File: config.mk
export PLATFORM = sky130hd
export DESIGN_NAME = snake_game_ctrl
export DESIGN_NICKNAME = d
export VERILOG_FILES = /design/src/rtl/snake_pkg.sv /design/src/rtl/snake_lfsr.sv /design/src/rtl/snake_game_ctrl.sv
export SDC_FILE = /design/constraint.sdc
export NUM_CORES = 1
export LEC_CHECK = 0
export ABC_CLOCK_PERIOD_IN_PS = 6400
export BUFFER_PORTS_ARGS = -buffer_cell sky130_fd_sc_hd__buf_2
export CORE_MARGIN = 1
export CORE_UTILIZATION = 40
export DETAILED_ROUTE_END_ITERATION = 7
export MAX_ROUTING_LAYER = met4
export SLEW_MARGIN = 20
export SYNTH_ARGS = -nofsm -noshare
export SYNTH_HDL_FRONTEND = slang
export SYNTH_SLANG_ARGS = --single-unit
File: constraint.sdc
create_clock -name clock -period 6.4 [get_ports clock]
set_input_delay 0.64 -clock clock [delete_from_list [all_inputs] [get_ports clock]]
set_output_delay 0.64 -clock clock [all_outputs]
set_load 0.05 [all_outputs]
File: src/rtl/snake_pkg.sv
// Shared encodings for the snake game sequencer: FSM states, direction codes,
// cell field positions and default start cells.
package snake_pkg;

    typedef enum logic [2:0] {
        ST_IDLE     = 3'd0,
        ST_PLAY     = 3'd1,
        ST_RELOCATE = 3'd2,
        ST_OVER     = 3'd3,
        ST_WIN      = 3'd4
    } state_e;

    typedef enum logic [1:0] {
        DIR_UP    = 2'b00,
        DIR_RIGHT = 2'b01,
        DIR_DOWN  = 2'b10,
        DIR_LEFT  = 2'b11
    } dir_e;

    // Cell encoding is {row[1:0], col[1:0]}
    localparam int ROW_MSB = 3;
    localparam int ROW_LSB = 2;
    localparam int COL_MSB = 1;
    localparam int COL_LSB = 0;

    localparam logic [3:0] DEF_START_POS   = 4'd5;
    localparam logic [3:0] DEF_START_APPLE = 4'd10;
    localparam logic [3:0] DEF_MAX_SCORE   = 4'd15;

    // Opposite directions differ only in bit 1
    function automatic logic is_reverse(input logic [1:0] a, input logic [1:0] b);
        return (a ^ b) == 2'b10;
    endfunction

endpackage

File: src/rtl/snake_lfsr.sv
// 8-bit Fibonacci LFSR (taps 8,6,5,4) used to pick apple cells; never reaches zero.
// Latency: new value every clock; no backpressure, free-running in every state.
module snake_lfsr #(
    parameter logic [7:0] SEED = 8'hA5
) (
    input  logic       clock,
    input  logic       reset,
    output logic [7:0] value
);

    logic [7:0] lfsr_q;
    logic [7:0] lfsr_d;

    always_comb begin
        lfsr_d = {lfsr_q[6:0], lfsr_q[7] ^ lfsr_q[5] ^ lfsr_q[4] ^ lfsr_q[3]};
    end

    always_ff @(posedge clock) begin
        if (reset) begin
            lfsr_q <= SEED;
        end else begin
            lfsr_q <= lfsr_d;
        end
    end

    assign value = lfsr_q;

endmodule

File: src/rtl/snake_game_ctrl.sv
// Snake game sequencer for the 4x4 playfield: head/apple/score tracking, capture, wall, win.
// Latency: 1 cycle tick-to-position; no backpressure. SNAKE_WRAP_EN makes edges wrap (no OVER).
module snake_game_ctrl
    import snake_pkg::*;
#(
    parameter logic [7:0] SEED        = 8'hA5,
    parameter logic [3:0] START_POS   = DEF_START_POS,
    parameter logic [3:0] START_APPLE = DEF_START_APPLE,
    parameter logic [3:0] MAX_SCORE   = DEF_MAX_SCORE
) (
    input  logic       clock,
    input  logic       reset,
    input  logic       iniciar,
    input  logic       tick,
    input  logic       dir_valid,
    input  logic [1:0] dir,
    output logic [3:0] position,
    output logic [3:0] apple,
    output logic [3:0] score,
    output logic       playing,
    output logic       game_over,
    output logic       win
);

    state_e     state_q, state_d;
    dir_e       dir_q, dir_d;
    logic [3:0] pos_q, pos_d;
    logic [3:0] apple_q, apple_d;
    logic [3:0] score_q, score_d;
    logic       playing_q, playing_d;
    logic       over_q, over_d;
    logic       win_q, win_d;

    logic [3:0] lfsr_unused;
    logic [3:0] candidate;
    logic [1:0] row, col, next_row, next_col;
    logic [3:0] next_cell;
    logic       hit_wall;

    snake_lfsr #(.SEED(SEED)) u_lfsr (
        .clock (clock),
        .reset (reset),
        .value ({lfsr_unused, candidate})
    );

    // Next head cell always follows the direction held before this edge
    always_comb begin
        row      = pos_q[ROW_MSB:ROW_LSB];
        col      = pos_q[COL_MSB:COL_LSB];
        next_row = row;
        next_col = col;
        case (dir_q)
            DIR_UP:    next_row = row - 2'd1;
            DIR_RIGHT: next_col = col + 2'd1;
            DIR_DOWN:  next_row = row + 2'd1;
            default:   next_col = col - 2'd1;
        endcase
`ifdef SNAKE_WRAP_EN
        hit_wall = 1'b0;
`else
        case (dir_q)
            DIR_UP:    hit_wall = (row == 2'd0);
            DIR_RIGHT: hit_wall = (col == 2'd3);
            DIR_DOWN:  hit_wall = (row == 2'd3);
            default:   hit_wall = (col == 2'd0);
        endcase
`endif
    end

    assign next_cell = {next_row, next_col};

    always_comb begin
        state_d = state_q;
        dir_d   = dir_q;
        pos_d   = pos_q;
        apple_d = apple_q;
        score_d = score_q;

        if ((state_q == ST_PLAY || state_q == ST_RELOCATE) && dir_valid
                && !is_reverse(dir, dir_q)) begin
            dir_d = dir_e'(dir);
        end

        case (state_q)
            ST_IDLE: begin
                if (iniciar) state_d = ST_PLAY;
            end
            ST_PLAY: begin
                if (tick) begin
                    if (hit_wall) begin
                        state_d = ST_OVER;
                    end else begin
                        pos_d = next_cell;
                        if (next_cell == apple_q) begin
                            score_d = score_q + 4'd1;
                            state_d = (score_d == MAX_SCORE) ? ST_WIN : ST_RELOCATE;
                        end
                    end
                end
            end
            ST_RELOCATE: begin
                // Retry on later cycles if the LFSR lands on the head
                if (candidate != pos_q) begin
                    apple_d = candidate;
                    state_d = ST_PLAY;
                end
            end
            ST_OVER, ST_WIN: begin
                if (iniciar) begin
                    pos_d   = START_POS;
                    apple_d = START_APPLE;
                    score_d = 4'd0;
                    dir_d   = DIR_RIGHT;
                    state_d = ST_PLAY;
                end
            end
            default: state_d = ST_IDLE;
        endcase

        playing_d = (state_d == ST_PLAY) || (state_d == ST_RELOCATE);
        over_d    = (state_d == ST_OVER);
        win_d     = (state_d == ST_WIN);
    end

    always_ff @(posedge clock) begin
        if (reset) begin
            state_q   <= ST_IDLE;
            dir_q     <= DIR_RIGHT;
            pos_q     <= START_POS;
            apple_q   <= START_APPLE;
            score_q   <= 4'd0;
            playing_q <= 1'b0;
            over_q    <= 1'b0;
            win_q     <= 1'b0;
        end else begin
            state_q   <= state_d;
            dir_q     <= dir_d;
            pos_q     <= pos_d;
            apple_q   <= apple_d;
            score_q   <= score_d;
            playing_q <= playing_d;
            over_q    <= over_d;
            win_q     <= win_d;
        end
    end

    assign position  = pos_q;
    assign apple     = apple_q;
    assign score     = score_q;
    assign playing   = playing_q;
    assign game_over = over_q;
    assign win       = win_q;

endmodule

==> impl_metrics.ini, run 1 <==
[synthesis]
syn_area_sq_um = 1570
ys_ff_latch = 28
syn_inst = 178
synthDistinctLibCells = 47
synthTopCellsByArea = dfxtp_1, xor2_1, ha_1, nand2_1, nor2_1
synth-adder-area-share_pct = 4.79
synth_compound_area_share_pct = 15.9
synth_edf_count = 0
ys_async_sr_fraction_pct = 0
synth_area_leader_cell = dfxtp_1
yosysWarnings = 0
synthXorXnorAreaFrac_pct = 10.9
synth_top_family_by_area = simple AND/OR/NAND/NOR gates
synth-seq-area-share_pct = 35.8
yosys.area_share.simple_pct = 25.1
synth_commonest_cells = dfxtp_1, nand2_1, nor2_1
syn_nets = 191
synth_mux_area_share_pct = 2.55
yosys.area.top_type_share_pct = 35.8
synth-main-ff-cell = dfxtp_1
synth.avg_cell_area_sq_um = 8.81
yosysMostFrequentCell = dfxtp_1

[clocking]
clk_pin_slew_worst_paths_ps = 100
cts_setup_buffers = 0
ctsHoldBuffers = 0
insertion_delay_ps = 280
clock_path_buffers = 2
ctsHtreeMaxLevel = 1
cts_tree = yes
cts-root-buf = clkbuf_8
clock_sink_count = 28
cts_resized = 0
numCtsBuffers = 3

[grt]
busiest_layer = met2
grtUsageMet3_pct = 4.23
gr-total-overflow = 0
antenna_found_initial = 0
grt_pass1_vias = 1244
grt_max_degree = 21
grt.met2_usage_pct = 28.8
use_met1_pct = 21.3
grt_usage_pct = 17.7
grt_pass1_wl_um = 5510

[sta]
slew_headroom_pct = 61.0
skew_ps = 8.87
worst_pin_slew_ps = 581
rsz0062_at_grt = false
setup_violations = 0
slew_viol_final = 0
finalCriticalPeriod_ps = 2740
timing.fmax_mhz = 364
post-route-period-util_pct = 42.9
setup_tns_ps = 0
hold_viol_final = 0
hold_ws_ps = 427

[job]
max-cap-violations = 0

[placed_design]
gp_congestion = 0.873
port_buffers = 21
post-dp-hpwl_um = 2480

[drt]
dr.pass1.iters = 4
vias_per_cell = 5.29
dr_total_vias = 1274
routedWlPerCell_um = 13.6
wirelength_um = 3280
dr.first_iter.drc_count = 66
antenna_left = 0
drc = 0

[cells_and_area]
area.growth.synth_to_final_pct = 10.9
diodes = 0
drive_above_1_share_pct = 19.2
fin_nets = 207

[setup_path]
rrSetupSlack_ps = 3660
critical_path_required_ps = 6610
worstReg2RegEnd = playing
reg2reg_depth = 9
crit_start = dir_q[0]
start_kind = flop
crit_chain = inv_1 -> ha_1 -> nor3b_2 -> a21oi_2 -> xnor3_1 -> nor4_4 -> mux2i_1 -> a22o_1 -> mux2i_1
end_kind = flop
max_stage_delay_ps = 520
crit_type = reg -> reg
cp_slowest_cell = dfxtp_1
crit_path_frequent_cell = mux2i_1
reg2reg_from = dir_q[0]
crit_fanout = 9
cp.arrival_ps = 2960

[hold_path]
hold_path_startpoint = u_lfsr.value[6]
min_path_cells = 1
worstHoldEndpoint = u_lfsr.value[7]
min_path_type = reg -> reg

[power_and_ir_drop]
finalPower_uw = 387
p_per_area_nw_per_um2 = 222
ir_drop_mv = 0.154
leakage_uw = 0.000723

[die]
dieArea_sq_um = 4170
ios = 22
die_x_um = 64.6
num_rows = 22
die_h_um = 64.6
core_area_sq_um = 3720
initial_core_util_pct = 42.2

[outcome]
status = completed
[through the flow]
stage / setup slack, ps / area (sq um) / util, % / instances
floorplan: 3940 / 1570 / - / 178
global placement: 3770 / 1680 / 45.3 / 237
detailed placement: 3700 / 1680 / 45.3 / 237
CTS: 3660 / 1740 / 46.8 / 241
global route: 3510 / 1740 / 46.8 / 241
finish: 3660 / 1740 / 46.8 / 241
[routing by layer]
layer,routed length (um),vias to the layer above
li1,-,648
met1,1600,602
met2,1530,20
met3,92,4
met4,54,0
met5,0,-
[sequential cells by signal (all words and copies together) (netlist names)]
name	flops
apple	4
dir_q	2
game_over	1
playing	1
position	4
score	4
state_q	3
u_lfsr.value	8
win	1
[layout make-up]
class | count | area, sq um
Tap cell | 48 | 60.1
Fill cell | 370 | 1980
Inverter | 8 | 30.0
Timing Repair Buffer | 21 | 105
Multi-Input combinational cell | 132 | 927
Clock buffer | 4 | 55.1
Sequential cell | 28 | 561
[cells by family after synthesis]
group,Yosys count
DFF,28
xor gates and xnor gates,17
buffers and inverters,18
AOI/OAI and AO/OA,35
muxes,4
and+or+nand+nor,70
adders and majority gates,6
[power breakdown]
part / switching [uW] / internal, uW / leakage, uW
clock: 54.2 / 55.1 / 0.0000288
sequential: 13.6 / 184 / 0.000229
combinational: 46.8 / 32.6 / 0.000465
total: 115 / 272 / 0.000723
[how the worst max path moves through the flow]
stage	to	slack, ps
floorplan	playing	3940
global placement	playing	3770
detailed placement	playing	3700
CTS	playing	3660
global route	playing	3510
finish	playing	3660
[placed cells by master (no fill, tap or decap), types with 5 or more instances in the layout]
cell type / netlist / routed
nand2_1: 15 / 15
inv_1: 8 / 8
buf_2: 4 / 21
nor2b_1: 7 / 7
nor2_1: 14 / 14
dfxtp_1: 28 / 28
ha_1: 6 / 6
nor3_1: 9 / 9
xor2_1: 10 / 10
xnor2_1: 5 / 5
a21oi_1: 8 / 8
nor3b_1: 5 / 5
[critical path: cells and delay by family (launching register included)]
family	cells	cell delay, ps
buf+inv	1	140
fa+ha+maj	1	250
compound gates	2	400
flops	1	520
mux	2	440
simple gates	2	650
xor+xnor	1	280
Power figures use the tool's default switching activity.
==> run 2: changes to the inputs <==
--- a/config.mk
+++ b/config.mk
@@ -5,7 +5,8 @@
 export SDC_FILE = /design/constraint.sdc
 export NUM_CORES = 1
 export LEC_CHECK = 0
-export ABC_CLOCK_PERIOD_IN_PS = 6400
+export ABC_AREA = 1
+export ABC_CLOCK_PERIOD_IN_PS = 2600
 export BUFFER_PORTS_ARGS = -buffer_cell sky130_fd_sc_hd__buf_2
 export CORE_MARGIN = 1
 export CORE_UTILIZATION = 40
==> constraint.sdc (replaced) <==
create_clock -name clock -period 2.6 [get_ports clock]
set_input_delay 0.26 -clock clock [delete_from_list [all_inputs] [get_ports clock]]
set_output_delay 0.26 -clock clock [all_outputs]
set_load 0.05 [all_outputs]
==> run 2 against run 1 <==
Net effect: global-route usage is 1.2 points higher; sequential share of layout area is 0.41 points lower; sequential power rose to 2.8 times the previous value; critical path type unchanged; highest routed layer unchanged; die area is 2.2% lower; largest cell class unchanged; critical endpoint unchanged.
==> impl_metrics.ini, run 2 <==
[sta]
slew_viol_final = 0
post-route-period-util_pct = 77.9
slew_headroom_pct = 64.2
finalCriticalPeriod_ps = 2030
setup_violations = 0
hold_viol_final = 0
worst_pin_slew_ps = 532
timing.fmax_mhz = 494
rsz0062_at_grt = false
setup_tns_ps = 0
skew_ps = 2.70

[power_and_ir_drop]
finalPower_uw = 1480
ir_drop_mv = 0.469
leakage_uw = 0.000845
p_per_area_nw_per_um2 = 838

[grt]
grt_pass1_wl_um = 5970
gr-total-overflow = 0
grt_max_degree = 22
grt_pass1_vias = 1335
antenna_found_initial = 0
grt_usage_pct = 18.9

[drt]
dr.pass1.iters = 4
wirelength_um = 3360
drc = 0
vias_per_cell = 4.86
dr_total_vias = 1375
routedWlPerCell_um = 11.9
antenna_left = 0
dr.first_iter.drc_count = 63

[cells_and_area]
final_cell_mix = nand2_1, dfxtp_1, inv_1
drive_above_1_share_pct = 20.0
area.growth.synth_to_final_pct = 15.0
final_common_cell = nand2_1
fin_util_pct = 48.1
largest_reg_flops = 8
diodes = 0
fin_cells = 283
fin_nets = 249

[synthesis]
ys_ff_latch = 28
synth_commonest_cells = nand2_1, dfxtp_1, inv_1
synth_edf_count = 0
synthTopCellsByArea = dfxtp_1, nand2_1, inv_1, nand3_1, nor2_1
syn_inst = 212
synthDistinctLibCells = 28
syn_nets = 225
synth-main-ff-cell = dfxtp_1
yosysWarnings = 0
yosys.area.top_type_share_pct = 36.6
synth_area_leader_cell = dfxtp_1
synth-seq-area-share_pct = 36.6
syn_area_sq_um = 1530
synth.avg_cell_area_sq_um = 7.22
yosysMostFrequentCell = nand2_1
ys_async_sr_fraction_pct = 0

[setup_path]
crit_start = dir_q[0]
start_kind = flop
cp.arrival_ps = 2200
crit_type = reg -> reg
reg2reg_depth = 14
crit_fanout = 6
end_kind = flop
critical_path_required_ps = 2780
reg2reg_from = dir_q[0]

[die]
initial_core_util_pct = 41.8
die_h_um = 63.9
die_x_um = 63.9
core_area_sq_um = 3660
dieArea_sq_um = 4080
ios = 22
num_rows = 22

[clocking]
clk_pin_slew_worst_paths_ps = 100
numCtsBuffers = 3
cts_setup_buffers = 0
cts_resized = 0
ctsHoldBuffers = 0
cts-root-buf = clkbuf_8
ctsHtreeMaxLevel = 1
cts_tree = yes
insertion_delay_ps = 270
clock_sink_count = 28
clock_path_buffers = 2

[outcome]
status = completed

[placed_design]
place_inst = 279
gp_congestion = 0.862
post-dp-hpwl_um = 2640
port_buffers = 21

[hold_path]
hold_path_startpoint = dir[0]
min_path_cells = 3
min_path_type = in -> reg

[job]
max-cap-violations = 0
run 2: changes by cell type after synthesis, moves of 5 or more:
cell / delta
nor2_1: +8
nor2b_1: -7
a21oi_1: +8
xor2_1: -5
nor3_1: -6
nand3_1: +13
inv_1: +16
o21ai_0: +7
nor3b_1: -5
nand2_1: +24
run 2: layout make-up:
class                   instances  area [sq um]
flip-flops and latches         28           561
clock buffers                   3          41.3
fillers                       391          1900
well taps                      48          60.1
repair buffers                 21           105
multi-input cells             152           846
clock inverters                 1          30.0
inverters                      30           118
run 2: worst max-delay path, stage by stage (launching register included):
cell and delay (ps):
dfxtp_1 470, inv_2 100, ha_1 240, nor2_1 150, nand4_1 150, nand3_1 100, nand2_1 60, nor2_2 110
nand2_2 90, nand2_4 110, nand2_4 60, nor2_4 110, nand3_1 80, nand2_1 60, nor2_1 30
run 2: kinds of logic after synthesis:
kind of cell / count (synthesis) / synth area share (%)
xor+xnor: 7 / 4.00
compound gates: 38 / 13.8
buf+inv: 32 / 8.17
flops: 28 / 36.6
simple gates: 101 / 32.5
fa+ha+maj: 6 / 4.90
run 2: worst paths after layout:
check | slack [ps] | endpoint
worst min register to register | 420 | u_lfsr.value[7]
worst max-delay path | 570 | playing
worst min-delay path | 240 | dir_q[0]
worst max register to register | 570 | playing
run 2: through the flow:
stage | hold slack (ps) | worst slack, ps | area [sq um]
detailed placement | 399 | 589 | 1690
floorplan | 343 | 712 | 1530
finish | 242 | 575 | 1760
CTS | 241 | 561 | 1760
global route | 248 | 339 | 1760
global placement | 391 | 652 | 1690
run 2: report_power, final:
group / internal (uW) / leakage [uW] / total, uW / switching (uW)
Combinational: 173 / 0.000578 / 579 / 405
Sequential: 487 / 0.000231 / 552 / 65.3
Clock: 206 / 0.0000357 / 345 / 139
Total: 866 / 0.000845 / 1480 / 609
run 2: routing by layer:
metal / track usage (%) / wire length (um) / vias up
li1: - / - / 737
met1: 24.0 / 1680 / 608
met2: 30.1 / 1510 / 28
met3: 5.00 / 139 / 2
met4: 3.98 / 23 / 0
met5: - / 0 / -
==> run 3: changes to the inputs <==
--- a/config.mk
+++ b/config.mk
@@ -5,8 +5,8 @@
 export SDC_FILE = /design/constraint.sdc
 export NUM_CORES = 1
 export LEC_CHECK = 0
-export ABC_AREA = 1
-export ABC_CLOCK_PERIOD_IN_PS = 2600
+export ABC_AREA = 0
+export ABC_CLOCK_PERIOD_IN_PS = 2000
 export BUFFER_PORTS_ARGS = -buffer_cell sky130_fd_sc_hd__buf_2
 export CORE_MARGIN = 1
 export CORE_UTILIZATION = 40
==> constraint.sdc (replaced) <==
create_clock -name clock -period 2 [get_ports clock]
set_input_delay 0.2 -clock clock [delete_from_list [all_inputs] [get_ports clock]]
set_output_delay 0.2 -clock clock [all_outputs]
set_load 0.05 [all_outputs]
==> run 3 against run 2 <==
Net effect: combinational power is 40% lower; hold slack worse by 10 ps; the flow now finishes with violations (setup timing); first-iteration DRC count is 24% lower; critical path type unchanged; sequential share of layout area is 4.2 points lower; fmax is 7.9% lower.
==> impl_metrics.ini, run 3 (synthesis results as in run 1) <==
[sta]
slew_viol_final = 0
skew_ps = 9.31
timing.fmax_mhz = 455
hold_viol_final = 0
setup_violations = 12
hold_ws_ps = 232
setup_slack_ps = -198
post-route-period-util_pct = 110
slew_headroom_pct = 65.9
rsz0062_at_grt = true
finalCriticalPeriod_ps = 2200
worst_pin_slew_ps = 510

[outcome]
violations = setup timing
status = finished with violations

[power_and_ir_drop]
ir_drop_mv = 0.296
leakage_uw = 0.000846
p_per_area_nw_per_um2 = 620

[placed_design]
post-dp-hpwl_um = 2740
dp_slack_ps = -201
port_buffers = 21
gp_congestion = 0.817
place_area_sq_um = 1850
place_inst = 254

[hold_path]
min_path_type = in -> reg

[drt]
routedWlPerCell_um = 14.3
drc = 0
dr.first_iter.drc_count = 48
dr.pass1.iters = 4
wirelength_um = 3760
dr_total_vias = 1371
antenna_left = 0
vias_per_cell = 5.21

[clocking]
cts_tree = yes
cts-root-buf = clkbuf_8
insertion_delay_ps = 270
clock_path_buffers = 2
clock_sink_count = 28
ctsHtreeMaxLevel = 1
clk_pin_slew_worst_paths_ps = 100
numCtsBuffers = 3

[setup_path]
cp_slowest_cell = dfxtp_4
crit_type = reg -> reg
crit_fanout = 5
crit_family = flip-flops
crit_chain = inv_6 -> ha_4 -> nor3b_4 -> a21oi_2 -> xnor3_1 -> nor4_4 -> buf_4 -> mux2i_1 -> a22o_1 -> mux2i_1
crit_path_frequent_cell = mux2i_1
rrSetupSlack_ps = -200
end_kind = flop
cp.arrival_ps = 2400
start_kind = flop
max_stage_delay_ps = 410
critical_path_required_ps = 2200
cp_num_buf_inv = 2

[cells_and_area]
fin_util_pct = 55.8
area.growth.synth_to_final_pct = 32.2
largest_reg_flops = 8
final_cell_mix = dfxtp_1, buf_2, buf_4
seq_area_sq_um = 572
fillers = 362
fin_nets = 229
diodes = 0
multiInputGateArea_sq_um = 1080
drive_above_1_share_pct = 40.0
fin_area_sq_um = 2070
final_common_cell = dfxtp_1
fin_cells = 263

[grt]
antenna_found_initial = 0
grt_pass1_vias = 1338
gr-total-overflow = 0
grt_pass1_wl_um = 6230
grt_max_degree = 21
grt_usage_pct = 19.7

[job]
max-cap-violations = 0

[die]
core_area_sq_um = 3720
die_h_um = 64.6
die_x_um = 64.6
ios = 22
dieArea_sq_um = 4170
initial_core_util_pct = 42.2
num_rows = 22
-- run 3: routing by layer --
metal / vias to the layer above / wire, um / GRT usage, %
li1: 694 / - / -
met1: 641 / 1700 / 23.9
met2: 27 / 1860 / 33.0
met3: 9 / 121 / 3.35
met4: 0 / 79 / 6.67
met5: - / 0 / -
-- run 3: timing repair --
| item | in CTS | in global routing |
|---|---|---|
| setup buffers | 2 | 3 |
| hold buffers | 0 | 0 |
| pin swaps | 7 | 14 |
| gates cloned | 0 | 0 |
| hold endpoints to repair | 0 | 0 |
| gates resized for setup | 14 | 19 |
| setup endpoints to repair | 10 | 14 |
-- run 3: layout make-up --
type	count	area share (%)
multi-input cells	132	52.1
repair buffers	43	13.4
flip-flops and latches	28	27.6
inverters	8	1.81
well taps	48	2.90
clock buffers	4	2.17
-- run 3: power breakdown --
group	total, uW	internal, uW	switching, uW
Combinational	350	158	192
Clock	312	143	169
Sequential	622	590	32.6
-- run 3: tightest hold or removal path, stage by stage --
cell     delay [ps]
buf_2           100
mux2i_1          80
nand3_1         100
-- run 3: worst paths after layout --
kind | start | endpoint | cells after the start
worst max-delay path | dir_q[0] | playing | 10
worst max register to register | dir_q[0] | playing | 10
worst min register to register | u_lfsr.value[6] | u_lfsr.value[7] | 1
worst min-delay path | dir[0] | dir_q[0] | 3
-- run 3: per-stage QoR --
step / total power (uW) / setup TNS (ps)
finish: 1280 / -1030
global route: 1350 / -2360
CTS: 1270 / -1090
detailed placement: 937 / -1040
global placement: 927 / -651
floorplan: 857 / -588
